$ cat config.mk
export PLATFORM = sky130hd
export DESIGN_NAME = ex_stage_flat
export DESIGN_NICKNAME = d
export VERILOG_FILES = /design/src/rtl/ex_stage_if.sv /design/src/rtl/ex_stage.sv /design/src/flat_wrapper.sv
export SDC_FILE = /design/constraint.sdc
export NUM_CORES = 1
export LEC_CHECK = 0
export CAP_MARGIN = 30
export CELL_PAD_IN_SITES_DETAIL_PLACEMENT = 0
export CELL_PAD_IN_SITES_GLOBAL_PLACEMENT = 1
export CORE_ASPECT_RATIO = 1.1
export CORE_UTILIZATION = 41
export CTS_CLUSTER_DIAMETER = 200
export DETAILED_ROUTE_END_ITERATION = 12
export PLACE_DENSITY_LB_ADDON = 0.3
export SETUP_SLACK_MARGIN = 0.2
export SYNTH_ARGS = -nofsm -noshare
export SYNTH_HDL_FRONTEND = slang
export SYNTH_SLANG_ARGS = --single-unit
$ cat constraint.sdc
create_clock -name clk -period 5.2 [get_ports clk]
set_input_delay 1.04 -clock clk [delete_from_list [all_inputs] [get_ports clk]]
set_output_delay 1.04 -clock clk [all_outputs]
set_load 0.03 [all_outputs]
$ cat src/rtl/ex_stage_if.sv
// ex_stage_if -- bundle between the decode stage and the execute stage.
//
// Signals (directions as seen by the execute stage):
//   valid_i      in   decode presents a valid instruction this cycle
//   alusel_i     in   operation class (000 logic, 001 shift, 010 arith, 011 multiply)
//   aluop_i      in   operation within the class
//   reg1_data_i  in   operand 1 (already forwarded)
//   reg2_data_i  in   operand 2 (register or zero-extended immediate)
//   wreg_i       in   instruction writes a destination register
//   waddr_i      in   destination register address
//   ex_we        out  registered result write enable
//   ex_waddr     out  registered result destination address
//   ex_wdata     out  registered result data
//   stall_o      out  combinational: decode must hold its outputs
//
// Modports: master = decode side, slave = execute stage.
interface ex_stage_if;
  logic        valid_i;
  logic [2:0]  alusel_i;
  logic [7:0]  aluop_i;
  logic [31:0] reg1_data_i;
  logic [31:0] reg2_data_i;
  logic        wreg_i;
  logic [4:0]  waddr_i;
  logic        ex_we;
  logic [4:0]  ex_waddr;
  logic [31:0] ex_wdata;
  logic        stall_o;

  modport master (
    output valid_i, alusel_i, aluop_i, reg1_data_i, reg2_data_i, wreg_i, waddr_i,
    input  ex_we, ex_waddr, ex_wdata, stall_o
  );

  modport slave (
    input  valid_i, alusel_i, aluop_i, reg1_data_i, reg2_data_i, wreg_i, waddr_i,
    output ex_we, ex_waddr, ex_wdata, stall_o
  );
endinterface

$ cat src/rtl/ex_stage.sv
// ex_stage -- pipeline execute stage.
//
// Single-cycle logic / shift / arithmetic operations are registered one edge
// after sampling. MULTU runs on a sequential shift-add multiplier: one partial
// product per cycle for 32 cycles, with stall_o holding decode until the
// result edge.
//
// Ports:
//   clk     in   clock, all state on its rising edge
//   reset   in   asynchronous, active-high reset
//   ex_bus  slave modport of ex_stage_if (instruction in, result/stall out)
module ex_stage (
  input  logic       clk,
  input  logic       reset,
  ex_stage_if.slave  ex_bus
);

  localparam logic [0:0] ST_IDLE = 1'b0;
  localparam logic [0:0] ST_MUL  = 1'b1;

  localparam logic [2:0] SEL_LOGIC = 3'b000;
  localparam logic [2:0] SEL_SHIFT = 3'b001;
  localparam logic [2:0] SEL_ARITH = 3'b010;
  localparam logic [2:0] SEL_MUL   = 3'b011;

  logic [0:0]  state_reg;
  logic [4:0]  count_reg;
  logic [31:0] mul_a_reg;
  logic [31:0] mul_b_reg;
  logic [31:0] acc_reg;
  logic [4:0]  mul_waddr_reg;
  logic        mul_wreg_reg;

  logic        ex_we_reg;
  logic [4:0]  ex_waddr_reg;
  logic [31:0] ex_wdata_reg;

  logic [31:0] op_result;
  logic        op_legal;
  logic        is_multu;
  logic [31:0] partial;
  logic [31:0] acc_next;

  // Operation decode for single-cycle classes; op_result stays 0 for illegal
  // pairs so the registered data is 0 without a separate mux.
  always_comb begin
    op_result = 32'd0;
    op_legal  = 1'b0;
    is_multu  = 1'b0;
    case (ex_bus.alusel_i)
      SEL_LOGIC: begin
        case (ex_bus.aluop_i)
          8'h0D: begin op_result = ex_bus.reg1_data_i | ex_bus.reg2_data_i;    op_legal = 1'b1; end
          8'h0C: begin op_result = ex_bus.reg1_data_i & ex_bus.reg2_data_i;    op_legal = 1'b1; end
          8'h0E: begin op_result = ex_bus.reg1_data_i ^ ex_bus.reg2_data_i;    op_legal = 1'b1; end
          8'h27: begin op_result = ~(ex_bus.reg1_data_i | ex_bus.reg2_data_i); op_legal = 1'b1; end
          default: ;
        endcase
      end
      SEL_SHIFT: begin
        case (ex_bus.aluop_i)
          8'h00: begin op_result = ex_bus.reg2_data_i << ex_bus.reg1_data_i[4:0]; op_legal = 1'b1; end
          8'h02: begin op_result = ex_bus.reg2_data_i >> ex_bus.reg1_data_i[4:0]; op_legal = 1'b1; end
          8'h03: begin
            op_result = $signed(ex_bus.reg2_data_i) >>> ex_bus.reg1_data_i[4:0];
            op_legal  = 1'b1;
          end
          default: ;
        endcase
      end
      SEL_ARITH: begin
        case (ex_bus.aluop_i)
          8'h21: begin op_result = ex_bus.reg1_data_i + ex_bus.reg2_data_i; op_legal = 1'b1; end
          8'h23: begin op_result = ex_bus.reg1_data_i - ex_bus.reg2_data_i; op_legal = 1'b1; end
          8'h2A: begin
            op_result = {31'd0, $signed(ex_bus.reg1_data_i) < $signed(ex_bus.reg2_data_i)};
            op_legal  = 1'b1;
          end
          default: ;
        endcase
      end
      SEL_MUL: begin
        if (ex_bus.aluop_i == 8'h19) begin
          is_multu = 1'b1;
        end
      end
      default: ;
    endcase
  end

  // One shift-add step: bit count_reg of the multiplier selects the
  // multiplicand shifted into place. Only the low 32 bits are kept.
  assign partial  = mul_b_reg[count_reg] ? (mul_a_reg << count_reg) : 32'd0;
  assign acc_next = acc_reg + partial;

  // Low in the final MUL cycle so decode advances on the result edge.
  assign ex_bus.stall_o = ~reset &
                          (((state_reg == ST_IDLE) & ex_bus.valid_i & is_multu) |
                           ((state_reg == ST_MUL) & (count_reg != 5'd31)));

  always_ff @(posedge clk or posedge reset) begin
    if (reset) begin
      state_reg     <= ST_IDLE;
      count_reg     <= 5'd0;
      mul_a_reg     <= 32'd0;
      mul_b_reg     <= 32'd0;
      acc_reg       <= 32'd0;
      mul_waddr_reg <= 5'd0;
      mul_wreg_reg  <= 1'b0;
      ex_we_reg     <= 1'b0;
      ex_waddr_reg  <= 5'd0;
      ex_wdata_reg  <= 32'd0;
    end else begin
      case (state_reg)
        ST_IDLE: begin
          if (ex_bus.valid_i) begin
            ex_waddr_reg <= ex_bus.waddr_i;
            if (is_multu) begin
              state_reg     <= ST_MUL;
              count_reg     <= 5'd0;
              acc_reg       <= 32'd0;
              mul_a_reg     <= ex_bus.reg1_data_i;
              mul_b_reg     <= ex_bus.reg2_data_i;
              mul_waddr_reg <= ex_bus.waddr_i;
              mul_wreg_reg  <= ex_bus.wreg_i;
              ex_we_reg     <= 1'b0;
              ex_wdata_reg  <= 32'd0;
            end else begin
              ex_we_reg    <= ex_bus.wreg_i & (ex_bus.waddr_i != 5'd0) & op_legal;
              ex_wdata_reg <= op_result;
            end
          end else begin
            ex_we_reg    <= 1'b0;
            ex_waddr_reg <= 5'd0;
            ex_wdata_reg <= 32'd0;
          end
        end
        default: begin // ST_MUL: bus inputs are ignored, only latched values count
          acc_reg      <= acc_next;
          count_reg    <= count_reg + 5'd1;
          ex_waddr_reg <= mul_waddr_reg;
          if (count_reg == 5'd31) begin
            state_reg    <= ST_IDLE;
            ex_we_reg    <= mul_wreg_reg & (mul_waddr_reg != 5'd0);
            ex_wdata_reg <= acc_next;
          end else begin
            ex_we_reg    <= 1'b0;
            ex_wdata_reg <= 32'd0;
          end
        end
      endcase
    end
  end

  assign ex_bus.ex_we    = ex_we_reg;
  assign ex_bus.ex_waddr = ex_waddr_reg;
  assign ex_bus.ex_wdata = ex_wdata_reg;

endmodule

$ cat src/flat_wrapper.sv
// flat-port wrapper written by rule: the top's interface ports become plain ports
module ex_stage_flat 
  (clk, reset, ex_bus_valid_i, ex_bus_alusel_i, ex_bus_aluop_i, ex_bus_reg1_data_i, ex_bus_reg2_data_i, ex_bus_wreg_i, ex_bus_waddr_i, ex_bus_ex_we, ex_bus_ex_waddr, ex_bus_ex_wdata, ex_bus_stall_o);
  ex_stage_if ex_bus_i ();
  input  logic clk;
  input  logic reset;
  input wire logic [$bits(ex_bus_i.valid_i)-1:0] ex_bus_valid_i;
  input wire logic [$bits(ex_bus_i.alusel_i)-1:0] ex_bus_alusel_i;
  input wire logic [$bits(ex_bus_i.aluop_i)-1:0] ex_bus_aluop_i;
  input wire logic [$bits(ex_bus_i.reg1_data_i)-1:0] ex_bus_reg1_data_i;
  input wire logic [$bits(ex_bus_i.reg2_data_i)-1:0] ex_bus_reg2_data_i;
  input wire logic [$bits(ex_bus_i.wreg_i)-1:0] ex_bus_wreg_i;
  input wire logic [$bits(ex_bus_i.waddr_i)-1:0] ex_bus_waddr_i;
  output wire logic [$bits(ex_bus_i.ex_we)-1:0] ex_bus_ex_we;
  output wire logic [$bits(ex_bus_i.ex_waddr)-1:0] ex_bus_ex_waddr;
  output wire logic [$bits(ex_bus_i.ex_wdata)-1:0] ex_bus_ex_wdata;
  output wire logic [$bits(ex_bus_i.stall_o)-1:0] ex_bus_stall_o;
  assign ex_bus_i.valid_i = ex_bus_valid_i;
  assign ex_bus_i.alusel_i = ex_bus_alusel_i;
  assign ex_bus_i.aluop_i = ex_bus_aluop_i;
  assign ex_bus_i.reg1_data_i = ex_bus_reg1_data_i;
  assign ex_bus_i.reg2_data_i = ex_bus_reg2_data_i;
  assign ex_bus_i.wreg_i = ex_bus_wreg_i;
  assign ex_bus_i.waddr_i = ex_bus_waddr_i;
  assign ex_bus_ex_we = ex_bus_i.ex_we;
  assign ex_bus_ex_waddr = ex_bus_i.ex_waddr;
  assign ex_bus_ex_wdata = ex_bus_i.ex_wdata;
  assign ex_bus_stall_o = ex_bus_i.stall_o;
  ex_stage u_core (.clk(clk), .reset(reset), .ex_bus(ex_bus_i));
endmodule
==> metrics <==
Post-Route Utilization 49.1%; Hold Slack a little under 0.5 ns; Die Area between 40,000 and 50,000 um^2; leading area contributor after synthesis dfrtp_1; worst clock skew 0.0238 ns; share of post-route cells with drive strength above 1 approximately 15%; Residual DRC 0; DRT iter0 DRCs 2,202; status complete, no violations; pre-CTS WS approximately 0.0023 ns; relative slew slack 32.9%; Hold Vio Cnt, Final 0; CTS tree built; antenna viol nets, final 0; VDD IR max about 0.00019 V; #FFs+latches synth about 150; Top Ports around 120; depth of the worst register-to-register path 17; ys async rst share 100%; nets around 2,700; Critical Path Slowest Stage Cell clkdlybuf4s50_1; IO buf count approximately 120; worst-skew pair later-pin latency 0.49 ns; core area between 40,000 and 50,000 um^2; initial antenna violation count 2; DR WL/cell around 29 um; worst setup margin around 0.37 ns; Die Span Y 221 um; Num CTS Buffers 17; CP max FO 10; synth cell count leaders nand2_1 (257), nor2_1 (253), o21ai_0 (207); CTS Root Cell clkbuf_16; Final Slew Violations 0; cell with the most instances after synthesis nand2_1; CP Cell Sequence clkdlybuf4s50_1 -> inv_1 -> ha_1 -> a21o_1 -> a31o_1 -> a2111oi_4 -> o31ai_2 -> a211oi_2 -> o21ai_2 -> a31oi_4 -> o31ai_1 -> a221o_1 -> a221oi_2 -> o22ai_1; P&R area growth vs syn 17.5%; via count just under 20,000; crit path capture type flip-flop; Clock Tree Buf Depth 2; top cell type's share of synthesized area about a fifth; Max H-tree Level 4; leak pwr approximately 9 nW; Total Power roughly 4.7 mW; Max stage delay on crit path 0.79 ns; WP data required 5.55 ns; Cells after Synth about 2,300; gr usage total roughly 39%; WHS Path Cells 2; Post-CTS Resized 0; post-DR vias/cell roughly 6.5; Clock transition at path regs approximately 0.070 ns; row count a little under 80; DP HPWL between 60,000 and 70,000 um; routed wire length ~87,000 um; drt pass-1 iters 6; clock sinks roughly 150; Ys Warns 0; number of synthesized flops with an enable pin 0; syn_nets around 2,500; Cell Pwr Density 226 nW/um^2; # diodes 0; largest net degree at the start of global routing 94; critical path launch point type input pin; GP Congestion about 1.0; FMAX between 0.2 and 0.25 GHz; first-pass GRT wire length about 130,000 um; final setup violation count 0; Top FF cell, synth dfrtp_1; largest cells by area after synthesis dfrtp_1 (21%), ha_1 (9.3%), mux2_2 (6.2%), o21ai_0 (5.8%), nand2_1 (5.4%); Tightest Pin Transition between 1 and 1.5 ns; RSZ-0062 raised after global routing no; Setup TNS 0 ns; post-CTS setup buffers 0; post-route clock period utilization 92.8%; post-route minimum period 4.83 ns; Initial Util a little over two fifths; Die X between 200 and 250 um; maxcap violations 0; Overflow after GRT 0; Seq/Total Area, Yosys a little over 20%; Hold Crit Class flip-flop to flip-flop; syn_area_per_cell ~7.6 um^2; count of cell types in the netlist slightly above 80; critical path type input pin to flip-flop; Post-Syn Area between 15,000 and 20,000 um^2; crit path DAT roughly 5.2 ns; vias in the first global route between 15,000 and 20,000; Hold-fix buffers, CTS 0
## path summary, 6_finish.rpt
check	from	endpoint	slack (ns)
worst max-delay path	ex_bus_reg2_data_i[1]	u_core.ex_bus.ex_wdata[31]	0.37
worst min-delay path	u_core.acc_reg[6]	u_core.acc_reg[6]	0.50
worst max register to register	u_core.count_reg[0]	u_core.ex_bus.ex_wdata[30]	0.39
worst min register to register	u_core.acc_reg[6]	u_core.acc_reg[6]	0.50
max in group asynchronous	reset	u_core.mul_a_reg[27]	3.16
min in group asynchronous	reset	u_core.ex_bus.ex_wdata[16]	1.16
## final cells by class
class | count | area, um^2
well taps | 567 | 709
multi-input cells | 1900 | 13100
fillers | 4319 | 21700
clock buffers | 20 | 457
flip-flops and latches | 146 | 3660
inverters | 115 | 437
clock inverters | 12 | 146
repair buffers | 276 | 2400
## metrics by stage
stage          cell area [um^2]  cells
6_report                  20900   3036
5_1_grt                   20900   3036
4_1_cts                   20900   3036
3_5_place_dp              20300   3004
3_3_place_gp              20300   3004
2_1_floorplan             17800   2330
## cell families (layout without fill, tap and decap cells)
group / after synthesis / in the layout / share of synthesized area (%)
flops: 146 / 146 / 20.5
buf+inv: 284 / 423 / 6.15
fa+ha+maj: 135 / 135 / 9.61
xor+xnor: 38 / 38 / 1.87
compound gates: 784 / 784 / 29.0
mux: 213 / 213 / 14.9
simple gates: 730 / 730 / 18.0
## report_power, final
group	internal, mW	total [mW]	switching [mW]
Combinational	0.768	2.09	1.32
Sequential	1.20	1.29	0.0841
Clock	0.741	1.35	0.608
## critical path, delay by kind of cell
kind / cells / cell delay [ns]
buffers and inverters: 2 / 0.94
AO/OA/AOI/OAI: 11 / 2.83
adder cells (fa/ha/maj): 1 / 0.36
## metal layers
layer | wire length [um] | GRT usage (%) | vias up | share of wire (%)
met4 | 6310 | 26.2 | 2 | 7.3
met5 | 12 | 0 | - | 0.014
met2 | 38700 | 61.1 | 1027 | 44
met3 | 5960 | 5.36 | 238 | 6.9
li1 | - | - | 8812 | -
met1 | 36000 | 50.0 | 9617 | 41
## placed cells by master (no fill, tap or decap), types with 19 or more instances in the layout
cell type        synthesis  layout
o211ai_1                36      36
ha_1                   132     132
nand3_1                 44      44
nor2_1                 253     251
inv_1                  112     111
a211oi_1                42      42
dfrtp_1                146     143
mux4_2                  32      32
o21ai_0                207     207
nand2b_1                20      20
mux2i_1                 83      83
a21o_1                  30      30
o21bai_1                19      19
nor2b_1                 27      27
a221oi_1                47      47
mux2_2                  98      98
clkdlybuf4s50_1          0     117
xnor2_1                 29      29
a31oi_1                 34      32
a21oi_1                184     184
buf_4                    0     151
o22ai_1                 26      26
nand2_1                257     256
nor3_1                  54      50
Power figures use the tool's default switching activity.
